==> src/rtl/req_latch4.sv <==
// req_latch4: captures rising edges on four request lines into sticky pending
// bits, clears one bit per acknowledge and counts requests lost to an already
// pending bit. Define REQ_SYNC_EN to add a two-flop synchronizer on req.
//
// Per-bit state (the pend bit itself):
//   state   | meaning
//   IDLE    | no outstanding request on this line
//   PENDING | request captured, waiting for ack with matching ack_idx

module req_latch4 #(
  parameter int OVF_W = 4
) (
  input  logic             clk,
  input  logic             rst,
  input  logic [3:0]       req,
  input  logic             ack,
  input  logic [1:0]       ack_idx,
  output logic [3:0]       pend,
  output logic             valid,
  output logic [OVF_W-1:0] ovf_cnt
);

  typedef enum logic {
    IDLE    = 1'b0,
    PENDING = 1'b1
  } bit_state_e;

  localparam logic [OVF_W+2:0] CNT_MAX = {3'b000, {OVF_W{1'b1}}};

  bit_state_e       state_q [4];
  bit_state_e       state_d [4];
  logic [3:0]       req_smp;
  logic [3:0]       r0;
  logic [3:0]       r1;
  logic [3:0]       rise;
  logic [3:0]       ack_hit;
  logic [3:0]       lost;
  logic [3:0]       pend_d;
  logic [2:0]       lost_n;
  logic [OVF_W+2:0] cnt_sum;
  logic [OVF_W-1:0] cnt_d;
  logic             valid_d;

`ifdef REQ_SYNC_EN
  logic [3:0] s1;
  logic [3:0] s2;

  always_ff @(posedge clk or posedge rst) begin
    if (rst) begin
      s1 <= '0;
      s2 <= '0;
    end else begin
      s1 <= req;
      s2 <= s1;
    end
  end

  assign req_smp = s2;
`else
  assign req_smp = req;
`endif

  always_ff @(posedge clk or posedge rst) begin
    if (rst) begin
      r0 <= '0;
      r1 <= '0;
    end else begin
      r0 <= req_smp;
      r1 <= r0;
    end
  end

  // A set from a fresh rise beats a same-cycle ack on the same bit.
  always_comb begin
    ack_hit = '0;
    if (ack) ack_hit[ack_idx] = 1'b1;
    rise = r0 & ~r1;
    for (int i = 0; i < 4; i++) begin
      state_d[i] = state_q[i];
      lost[i]    = 1'b0;
      case (state_q[i])
        IDLE: begin
          if (rise[i]) state_d[i] = PENDING;
        end
        PENDING: begin
          if (rise[i]) lost[i] = ~ack_hit[i];
          else if (ack_hit[i]) state_d[i] = IDLE;
        end
        default: state_d[i] = IDLE;
      endcase
      pend_d[i] = (state_d[i] == PENDING);
    end
    valid_d = |pend_d;
  end

  always_comb begin
    lost_n  = 3'(lost[0]) + 3'(lost[1]) + 3'(lost[2]) + 3'(lost[3]);
    cnt_sum = {3'b000, ovf_cnt} + (OVF_W+3)'(lost_n);
    if (cnt_sum > CNT_MAX) cnt_d = {OVF_W{1'b1}};
    else                   cnt_d = cnt_sum[OVF_W-1:0];
  end

  always_ff @(posedge clk or posedge rst) begin
    if (rst) begin
      for (int i = 0; i < 4; i++) state_q[i] <= IDLE;
      valid   <= 1'b0;
      ovf_cnt <= '0;
    end else begin
      for (int i = 0; i < 4; i++) state_q[i] <= state_d[i];
      valid   <= valid_d;
      ovf_cnt <= cnt_d;
    end
  end

  always_comb begin
    for (int i = 0; i < 4; i++) pend[i] = (state_q[i] == PENDING);
  end

endmodule

==> config.mk <==
export PLATFORM = sky130hd
export DESIGN_NAME = req_latch4
export DESIGN_NICKNAME = d
export VERILOG_FILES = /design/src/rtl/req_latch4.sv
export SDC_FILE = /design/constraint.sdc
export NUM_CORES = 1
export LEC_CHECK = 0
export CORE_UTILIZATION = 45
export CTS_CLUSTER_DIAMETER = 40
export DETAILED_ROUTE_END_ITERATION = 10
export GPL_TIMING_DRIVEN = 0
export PLACE_DENSITY_LB_ADDON = 0.08
export SLEW_MARGIN = 0
export SYNTH_ARGS = -nofsm -noshare
export SYNTH_HDL_FRONTEND = slang
export SYNTH_SLANG_ARGS = --single-unit
==> constraint.sdc <==
create_clock -name clk -period 3.2 [get_ports clk]
set_clock_uncertainty 0.2 [all_clocks]
set_input_delay 0.64 -clock clk [delete_from_list [all_inputs] [get_ports clk]]
set_output_delay 0.64 -clock clk [all_outputs]
set_load 0.02 [all_outputs]
==> summary.txt <==
Global routing
  • Largest net degree at the start of global routing: 18
  • All-Layer GR Usage: between 10% and 20%
  • Total grt overflow: 0
  • First-pass GRT wire length: between 1000 and 1500 um
  • Initial antenna violation count: 0
  • Vias in the first global route: roughly 360

STA
  • Min Tclk post-route: approximately 3 ns
  • WHS: about 0.18 ns
  • Worst-Margin Slew: slightly above 0.6 ns
  • Setup_tns: 0 ns
  • RSZ-0062 raised after global routing: false
  • Final setup violation count: 0
  • FMAX: about 320 MHz
  • Final worst path period share: between 90 and 100%
  • Final Hold Vio Count: 0
  • Slew HR: about three fifths
  • Final Slew Violations: 0

Setup path
  • CP Data Required Time: around 3.2 ns
  • RR Startpoint: r1[0]$_DFF_PP0_
  • Worst Path Arrival: just over 3 ns
  • CP endpoint kind: register
  • Crit start category: input port
  • Critical path origin: ack_idx[1]
  • CP max FO: 4
  • Critical Setup Path Class: in2reg

Yosys
  • Synth Register Bits: 17
  • Synth area leader: dfrtp_1
  • Sequential area share after synthesis: 61.8%
  • Post-Syn Instances: 53
  • Largest family of logic cells by synthesized area: simple AND/OR/NAND/NOR gates
  • Synth Area in Compound Gates: between 5 and 6%
  • Multiplexer share of the synthesized area: between 1.5 and 2%
  • Synth Area in Adders: between 10% and 20%
  • Synth cell types: 16
  • Largest cells by area after synthesis: dfrtp_1 62%, fa_1 8.7%, nand3_1 4.4%
  • Top cell type's share of synthesized area: around three fifths
  • Simple-Gate Fraction of Synth Area: 18.7%
  • Syn_nets: between 60 and 70
  • Post-Syn Area: 688 sq um
  • Xor and xnor area share after synthesis: 0%
  • Ys Warns: 0
  • Syn Area/Cell: around 13 sq um

Route
  • Wirelength, routed: between 1000 and 1500 um
  • TritonRoute pass-1 iters: 3
  • Final ANT Viol Nets: 0
  • Vias: 422
  • DRC Markers: 0
  • Initial drt markers: 1
  • DR WL/cell: about 12 um
  • Vias per std cell: roughly 4.7

Layout
  • Area growth from synthesis to layout: 33.3%
  • Commonest non-fill, non-tap cell in the layout: dfrtp_1
  • Final core occ: about two thirds
  • Fill cells: ~110
  • Share of layout cells above drive strength 1: 12.2%
  • Final nets: between 80 and 90
  • Antenna Diode Count: 0
  • Commonest non-fill, non-tap cells in the layout: 17 x dfrtp_1, 16 x clkdlybuf4s50_1, 5 x nand3_1

Clock tree
  • Setup Fix Bufs, Post-CTS: 0
  • Root Buffer: clkbuf_4
  • H-tree levels: 1
  • Worst-skew pair later-pin latency: 0.28 ns
  • Clock-pin slew on the worst setup and hold paths: 0.10 ns
  • Cts hold-fix bufs: 0
  • Clk sinks: 17
  • CTS tree: yes
  • Longest Clk Path Bufs: 2
  • Num CTS Buffers: 3

Placed design
  • Gpl congestion: between 0.6 and 0.7
  • Dpl hpwl: 827 um
  • Port Buffers: 17

Die
  • IO Pins: 18
  • Core Region: 1370 sq um
  • Die Area: 1690 sq um
  • Die Y: 41.1 um
  • FP Rows: 13
  • Die width: ~40 um
  • Initial core utilization: between 50% and 60%

Pwr
  • PwrDens: 667 nW/um^2
  • Leak Pwr: a little over 0.4 nW
  • Total design power: just over 0.6 mW
  • Max VDD drop: 0.000387 V

Run status
  • Outcome: finished clean

Min path
  • Hold Path Class: reg2reg
  • Hold path start: r0[1]$_DFF_PP0_

Flow run
  • Max cap viols: 0
-- critical path: stages --
cell             delay (ns)
clkdlybuf4s50_1        0.45
or3b_4                 0.42
nand3_2                0.10
fa_1                   0.46
fa_2                   0.40
inv_1                  0.07
fa_1                   0.39
nand2b_1               0.14
-- Yosys cell counts (all sizes together) --
cell / n
or3b: 1
nand3b: 2
nor2b: 4
o21ai: 1
nor2: 3
inv: 4
mux2: 1
dfrtp: 17
or4: 1
and2b: 1
nand3: 6
a21o: 4
ha: 1
nand2: 2
nand2b: 2
fa: 3
-- cells by family after synthesis --
group | count (synthesis)
AOI/OAI and AO/OA | 5
adders and majority gates | 4
buffers and inverters | 4
DFF | 17
muxes | 1
and+or+nand+nor | 22
-- area by class of cell --
type	count	area, sq um	area share (%)
Clock buffer	3	22.5	2.46
Clock inverter	1	5.00	0.546
Inverter	4	15.0	1.64
Multi-Input combinational cell	32	258	28.1
Sequential cell	17	425	46.4
Tap cell	15	18.8	2.05
Timing Repair Buffer	17	173	18.8
-- state kept, by name, summed over array words and instances, names as in the netlist --
name and count:
pend 4, r1 4, ovf_cnt 4, r0 4, valid 1
-- path summary, 6_finish.rpt --
check / to / slack, ns / cells after the start
max in group asynchronous: r1[2]$_DFF_PP0_ / 1.88 / 2
worst max-delay path: ovf_cnt[1]$_DFF_PP0_ / 0.11 / 8
worst max register to register: ovf_cnt[3]$_DFF_PP0_ / 0.51 / 8
worst min-delay path: r1[1]$_DFF_PP0_ / 0.18 / 0
min in group asynchronous: r0[3]$_DFF_PP0_ / 0.52 / 2
worst min register to register: r1[1]$_DFF_PP0_ / 0.18 / 0
-- report_power, final --
group          internal [mW]  leakage (nW)  switching [mW]
logic                  0.113         0.207           0.106
registers              0.252         0.189          0.0308
clock network         0.0463        0.0177          0.0641
total                  0.411         0.414           0.201
-- routing by layer --
metal	share of wire (%)	track usage (%)
met5	0	0
met4	0	7.26
met3	4.9	4.89
met2	46	21.5
met1	49	20.0
-- metrics by stage --
step / cell area, sq um / worst slack (ns) / cells
4_1_cts: 905 / 0.00576 / 89
3_5_place_dp: 877 / -0.321 / 85
3_3_place_gp: 877 / -0.311 / 85
5_1_grt: 917 / 0.0302 / 89
2_1_floorplan: 688 / 0.273 / 53
6_report: 917 / 0.109 / 89
-- repair_timing --
| item | 4_1_cts | 5_1_grt |
|---|---|---|
| gates resized for setup | 0 | 4 |
| pin swaps | 1 | 1 |
| endpoints found under the setup margin | 1 | 2 |
No activity file was read; power rests on OpenSTA's default activity.
